--- src/rtl/fifo_wptr_afull.sv ---
// ---------------------------------------------------------------------------
// fifo_wptr_afull
// Write-side pointer and status block of an asynchronous FIFO. It keeps the
// binary write pointer, the Gray-coded pointer handed to the read domain, and
// derives full, almost-full, fill level and a sticky overflow flag. The read
// pointer arrives already synchronised into wclk.
//
// Parameters
//   ADDRSIZE      address width; FIFO depth is 2**ADDRSIZE (ADDRSIZE >= 2)
//   AFULL_THRESH  fill level at or above which wafull is set (1..2**ADDRSIZE)
//
// Ports
//   wclk       in   1           write clock, rising edge
//   wrst_n     in   1           asynchronous active-low reset
//   winc       in   1           write request
//   wq2_rptr   in   ADDRSIZE+1  synchronised Gray read pointer
//   wovf_clr   in   1           clear for the sticky overflow flag
//   wptr       out  ADDRSIZE+1  registered Gray write pointer
//   waddr      out  ADDRSIZE    RAM write address
//   wen        out  1           RAM write enable (winc & ~wfull)
//   wfull      out  1           registered full flag
//   wafull     out  1           registered almost-full flag
//   wlevel     out  ADDRSIZE+1  registered fill level 0..2**ADDRSIZE
//   woverflow  out  1           sticky: write attempted while full
// ---------------------------------------------------------------------------
module fifo_wptr_afull #(
    parameter int ADDRSIZE     = 4,
    parameter int AFULL_THRESH = (2 ** ADDRSIZE) - 2
) (
    input  logic                wclk,
    input  logic                wrst_n,
    input  logic                winc,
    input  logic [ADDRSIZE:0]   wq2_rptr,
    input  logic                wovf_clr,
    output logic [ADDRSIZE:0]   wptr,
    output logic [ADDRSIZE-1:0] waddr,
    output logic                wen,
    output logic                wfull,
    output logic                wafull,
    output logic [ADDRSIZE:0]   wlevel,
    output logic                woverflow
);

    localparam logic [ADDRSIZE:0] AFULL_LVL = (ADDRSIZE + 1)'(AFULL_THRESH);

    // Gray to binary: each binary bit is the XOR of all Gray bits at or above it.
    function automatic logic [ADDRSIZE:0] gray2bin(input logic [ADDRSIZE:0] g);
        logic [ADDRSIZE:0] b;
        b           = '0;
        b[ADDRSIZE] = g[ADDRSIZE];
        for (int i = ADDRSIZE - 1; i >= 0; i--) begin
            b[i] = b[i + 1] ^ g[i];
        end
        return b;
    endfunction

    logic [ADDRSIZE:0] r_wbin;
    logic [ADDRSIZE:0] r_wptr;
    logic              r_wfull;
    logic              r_wafull;
    logic [ADDRSIZE:0] r_wlevel;
    logic              r_wovf;

    logic              w_wen;
    logic [ADDRSIZE:0] w_wbnext;
    logic [ADDRSIZE:0] w_wgnext;
    logic [ADDRSIZE:0] w_rbin;
    logic [ADDRSIZE:0] w_diff;
    logic [ADDRSIZE:0] w_full_ptr;
    logic              w_full_next;
    logic              w_afull_next;
    logic              w_ovf_next;

    // A write is accepted only when the FIFO is not full.
    assign w_wen    = winc & ~r_wfull;
    assign w_wbnext = r_wbin + {{ADDRSIZE{1'b0}}, w_wen};
    assign w_wgnext = (w_wbnext >> 1) ^ w_wbnext;
    assign w_rbin   = gray2bin(wq2_rptr);

    // Modulo 2**(ADDRSIZE+1) distance; the extra pointer bit makes a full
    // FIFO read as 2**ADDRSIZE instead of aliasing to 0.
    assign w_diff   = w_wbnext - w_rbin;

    // Full when the next write pointer is one lap ahead of the read pointer:
    // in Gray code that means the top two bits differ and the rest match.
    assign w_full_ptr = {~wq2_rptr[ADDRSIZE:ADDRSIZE-1], wq2_rptr[ADDRSIZE-2:0]};

    // Next-state flags for full, almost-full and the sticky overflow.
    always_comb begin
        w_full_next  = 1'b0;
        w_afull_next = 1'b0;
        w_ovf_next   = r_wovf;
        if (w_wgnext == w_full_ptr) begin
            w_full_next = 1'b1;
        end else begin
            w_full_next = 1'b0;
        end
        if (w_diff >= AFULL_LVL) begin
            w_afull_next = 1'b1;
        end else begin
            w_afull_next = 1'b0;
        end
        // Setting wins over clearing when both happen in the same cycle.
        if (winc & r_wfull) begin
            w_ovf_next = 1'b1;
        end else if (wovf_clr) begin
            w_ovf_next = 1'b0;
        end else begin
            w_ovf_next = r_wovf;
        end
    end

    // Pointer, level and flag registers; all cleared asynchronously.
    always_ff @(posedge wclk or negedge wrst_n) begin
        if (!wrst_n) begin
            r_wbin   <= '0;
            r_wptr   <= '0;
            r_wfull  <= 1'b0;
            r_wafull <= 1'b0;
            r_wlevel <= '0;
            r_wovf   <= 1'b0;
        end else begin
            r_wbin   <= w_wbnext;
            r_wptr   <= w_wgnext;
            r_wfull  <= w_full_next;
            r_wafull <= w_afull_next;
            r_wlevel <= w_diff;
            r_wovf   <= w_ovf_next;
        end
    end

    assign wptr      = r_wptr;
    assign waddr     = r_wbin[ADDRSIZE-1:0];
    assign wen       = w_wen;
    assign wfull     = r_wfull;
    assign wafull    = r_wafull;
    assign wlevel    = r_wlevel;
    assign woverflow = r_wovf;

endmodule

--- config.mk ---
export PLATFORM = sky130hd
export DESIGN_NAME = fifo_wptr_afull
export DESIGN_NICKNAME = d
export VERILOG_FILES = /design/src/rtl/fifo_wptr_afull.sv
export SDC_FILE = /design/constraint.sdc
export NUM_CORES = 1
export LEC_CHECK = 0
export ABC_AREA = 1
export BUFFER_PORTS_ARGS = -buffer_cell sky130_fd_sc_hd__buf_2
export CAP_MARGIN = 30
export CORE_AREA = 4 4 56 58
export DETAILED_ROUTE_END_ITERATION = 12
export DIE_AREA = 0 0 60 62
export GPL_TIMING_DRIVEN = 1
export PLACE_DENSITY = 0.68
export SYNTH_ARGS = -nofsm -noshare
export SYNTH_HDL_FRONTEND = slang
export SYNTH_SLANG_ARGS = --single-unit
--- constraint.sdc ---
create_clock -name wclk -period 4.7 [get_ports wclk]
set_input_delay 0.47 -clock wclk [delete_from_list [all_inputs] [get_ports wclk]]
set_output_delay 0.47 -clock wclk [all_outputs]
set_load 0.02 [all_outputs]
After elaboration in Yosys (flattened, before gate mapping). Index checks and enable logic that the tools add are counted.

Eq/ne operators: 1. Order comparisons: 1. Reductions and logical operators: 1. Div/mod/pow operators: 0. $mul: 0. Muxes and demuxes: 4. Add/subtract/negate cells: 2. Bitwise operators: 9. Shift operators: 0.

Operator list (count): $add A5 B1 Y5 (1); $eq A5 B5 Y1 (1); $ge A5 B4 Y1 const B (1); $sub A5 B5 Y5 (1); $xor A4 B5 Y5 (1); $mux W1 (4); $xor A1 B1 Y1 (4); $and A1 B1 Y1 (2); $not A2 Y2 (1); $reduce_bool A2 Y1 (1); $not A1 Y1 (1).

Bits in latches: 0. Flip-flop bits (word level): 18. Memories kept: 0. Bits in read-only memories: 0. Output and inout port bits: 18. Bits in writable memories: 0. Input port bits: 9.

Logic depth before layout (Yosys ltp).
Word-level depth: 7. Mapped depth: 14. Depth with buffers taken out: 14.

Worst setup path before layout. OpenSTA, ideal clock, no wires.

Path kind: register to register. Start: register r_wfull (netlist: wfull). End: register r_wafull (netlist: wafull). Setup slack: 2.234 ns. Stages on the path, launching flop included: 12. Arrival: 2.342 ns. Buffers on the path: 0. Cells stage by stage: dfrtp_1 nor2_1 ha_1 inv_1 nand2_1 nand2_1 fa_1 nor2_1 o21a_1 nor2_1 xor2_1 nand2_1.

Word-level cells in the longest chain between the ends: 6.

RTL lines: from (decl) (RTL line 59) `logic r_wfull;`; from (signal assigned) (RTL line 125) `r_wfull <= w_full_next;`; $not A1 Y1 (RTL line 75) `assign w_wen = winc & ~r_wfull;`; $and A1 B1 Y1 (RTL line 75); net wen (RTL line 37) `output logic wen,`; $add A5 B1 Y5 (RTL line 76) `assign w_wbnext = r_wbin + {{ADDRSIZE{1'b0}}, w_wen};`; $sub A5 B5 Y5 (RTL line 82) `assign w_diff = w_wbnext - w_rbin;`; $ge A5 B4 Y1 (RTL line 98) `if (w_diff >= AFULL_LVL) begin`; $mux W1 (RTL line 98); net w_afull_next (RTL line 71) `logic w_afull_next;`; to (signal assigned) (RTL line 126) `r_wafull <= w_afull_next;`; to (decl) (RTL line 60) `logic r_wafull;`.

The timed path passes the listed nets, and every way through them passes these cells. A chain may end at the register's enable or synchronous reset.

Final worst setup path.
Start: input port wq2_rptr[4]. End: register r_wafull (netlist: wafull).

Word-level cells in the longest chain between the ends: 7.

RTL lines: from (decl) (RTL line 33) `input logic [ADDRSIZE:0] wq2_rptr,`; $xor A1 B1 Y1 (4 in series) (RTL line 52) `b[i] = b[i + 1] ^ g[i];`; $sub A5 B5 Y5 (*) (RTL line 82); $ge A5 B4 Y1 (*) (RTL line 98); $mux W1 (*) (RTL line 98); net w_afull_next (RTL line 71).

The timed path passes the listed nets; every way through them passes the cells marked *.

==> flow_summary_export.csv <==
group,metric,value,unit
detailed_routing,drtPass1Iterations,4,
synthesis,syn_inst,130,
sta,clock.fmax,0.423,GHz
placed_design,port_buffers,26,
critical_path,crit_start,"wq2_rptr[4]",
floorplanning,io_pins,27,
synthesis,ys_top_cells_by_area,"dfrtp_1, nand2_1, nand3_1",
detailed_routing,wire_per_inst,11.9,µm
detailed_routing,postRouteAntennaNets,0,
synthesis,netlist_area,1030,µm²
global_routing,grt_pass1_wl,3.89,mm
status,status,"finished clean",
job,maxCapViolations,0,
synthesis,synth_cell_types,21,
clock_tree,cts-buffers-inserted,3,
global_routing,antenna_found_initial,0,
clock_tree,cts-hold-fix-buffers,0,
sta,setup_violations,0,
layout,final_cell_mix,"nand2_1, buf_2, nand3_1, inv_1, dfrtp_1",
pwr,intPower,0.441,mW
pwr,clkPwrFrac,8.7,%
clock_tree,clock_sinks,17,
sta,rsz0062_at_grt,"no",
sta,fin_skew,0.00433,ns
pwr,power_density,742,nW/µm²
detailed_routing,dr.first_iter.drc_count,13,
clock_tree,tritoncts,"done",
critical_path,crit_path_start_kind,"primary input",
critical_path,r2r_setup_slack,2.35,ns
detailed_routing,vias_per_cell,4.86,
synthesis,ys_ff_latch,17,
clock_tree,clkTransAtPathRegs,0.10,ns
global_routing,grtUsageTotal,14.1,%
synthesis,yosys.area.top_type,"dfrtp_1",
sta,slew_viol_final,0,
clock_tree,clockRootBuffer,"clkbuf_4",
clock_tree,h-tree-depth,1,
detailed_routing,route.detailed.drc,0,
pwr,swShare,50.9,%
layout,area_growth,17.9,%
worst_hold_path,hold_class,"in -> async",
floorplanning,die_h,62,µm
layout,multiInputGateArea,518,µm²
critical_path,reg2reg_from,"wfull$_DFF_PN0_",
synthesis,async_flop_share,100,%
floorplanning,dieArea,3720,µm²
clock_tree,post_cts_buffers,0,
critical_path,cp-endpoint,"wafull$_DFF_PN0_",
sta,finalHoldViolations,0,
sta,max_slew_margin,74.0,%
layout,fin_nets,176,
clock_tree,ctsLongestPathBuffers,2,
floorplanning,die_w,60,µm
synthesis,synth_seq_area_share,41.5,%
global_routing,grt_pass1_vias,924,
sta,layout_min_cycle_time,2.36,ns
critical_path,criticalPathCategory,"in -> reg",
placed_design,dp_slack,2.07,ns
global_routing,grt_max_degree,18,
pwr,p_sw,0.457,mW
pwr,pwr-share-seq,29.7,%
floorplanning,rows,19,
layout,fillers,272,
synthesis,postSynthAreaPerCell,7.89,µm²
critical_path,ff2ff_path_depth,11,
sta,worst_pin_slew,0.390,ns
layout,postLayoutCoreUtil,45.4,%
pwr,ir_drop,318,µV
floorplanning,design.core.area,2660,µm²
global_routing,grt-ovfl-total,0,
layout,register_area,425,µm²
clock_tree,insertion_delay,0.28,ns
sta,fin_ws,2.34,ns
placed_design,hpwl,1.88,mm
detailed_routing,wirelength,2.26,mm
synthesis,yosysWarnings,0,
critical_path,rr_endpoint,"wafull$_DFF_PN0_",
clock_tree,post_cts_resized,0,
critical_path,crit_fanout,3,
critical_path,critPathCaptureType,"flop",
layout,antennaDiodeCount,0,
synthesis,synth_fp_nets,146,
critical_path,worst_ep_arrival_time,2.54,ns
placed_design,gp_congestion,0.781,
pwr,power_frac_comb,61.6,%
layout,final_common_cell,"nand2_1",
sta,timing.final.crit_share,50.3,%
critical_path,worst_ep_required_time,4.88,ns
synthesis,synth_top_cell_area_share,41.5,%
synthesis,synth_edf_count,0,
synthesis,yosys_most_used_dff,"dfrtp_1",
pwr,leakage,0.692,nW
floorplanning,start_util,38.5,%
sta,finalSetupTns,0,ns
detailed_routing,routed-via-count,924,
layout,drive_above_1_share,25.2,%
-- Yosys cell counts, drive strengths merged, types with 2 or more instances --
| cell | number |
|---|---|
| nor2 | 6 |
| xor2 | 2 |
| dfrtp | 17 |
| nand2 | 43 |
| o21ai | 4 |
| xnor2 | 2 |
| nand3 | 24 |
| ha | 6 |
| inv | 19 |
-- metal layers --
layer  wire length, µm  vias to the layer above  GRT usage [%]
met5                 0                        -              0
met4                48                        0           7.28
met3                60                        4           1.86
met2              1190                       17           25.6
met1               967                      429           16.0
li1                  -                      474              -
-- worst min-delay path by stage --
stage	to	start	cells past startpoint
2_1_floorplan	r_wbin[0]$_DFF_PN0_	wrst_n	0
3_3_place_gp	wptr[2]$_DFF_PN0_	wrst_n	1
3_5_place_dp	wlevel[1]$_DFF_PN0_	wrst_n	1
4_1_cts	r_wbin[3]$_DFF_PN0_	wrst_n	1
5_1_grt	wfull$_DFF_PN0_	wrst_n	1
6_report	wptr[2]$_DFF_PN0_	wrst_n	1
-- power by group through the flow --
stage,combinational (mW),clock (mW),sequential [mW]
after floorplan,0.331,0,0.348
after global placement,0.542,0,0.265
final,0.553,0.0780,0.266
after global routing,0.623,0.0891,0.276
after detailed placement,0.556,0,0.270
after CTS,0.557,0.0789,0.267
-- logic make-up (layout without fill, tap and decap cells) --
group / Yosys count / count (layout) / synth area share [%]
and+or+nand+nor: 76 / 76 / 34.3
xor gates and xnor gates: 4 / 4 / 3.42
adders and majority gates: 7 / 7 / 9.27
AOI/OAI and AO/OA: 6 / 6 / 3.54
buffers and inverters: 20 / 49 / 8.05
DFF: 17 / 17 / 41.5
-- critical path: stages --
cell and delay, ns:
buf_2 0.12, xnor2_1 0.27, or2_1 0.20, nand2_2 0.08, nand2_1 0.09, nand3_1 0.07, nand2_1 0.06, inv_1 0.04
ha_1 0.19, fa_1 0.42, nor2_1 0.13, o21a_1 0.11, nor2_1 0.04, xor2_1 0.18, nand2_1 0.07
-- metrics by stage --
| stage | instance area, µm² | hold WS (ns) | power, mW | instances |
|---|---|---|---|---|
| finish | 1210 | 0.0886 | 0.897 | 190 |
| global route | 1210 | 0.102 | 0.988 | 190 |
| CTS | 1210 | 0.100 | 0.903 | 190 |
| detailed placement | 1180 | 0.419 | 0.826 | 186 |
| global placement | 1180 | 0.403 | 0.806 | 186 |
| floorplan | 1030 | 0.174 | 0.679 | 130 |
-- sequential cells by signal, indices dropped and copies added, names as in the netlist --
signal,cells
r_wbin,5
wlevel,5
wptr,4
wafull,1
wfull,1
woverflow,1
-- cell type report --
class / count / area share (%)
repair buffers: 26 / 10.8
well taps: 31 / 3.21
clock buffers: 4 / 2.17
inverters: 19 / 5.89
flip-flops and latches: 17 / 35.2
multi-input cells: 93 / 42.8
Power figures use the tool's default switching activity.
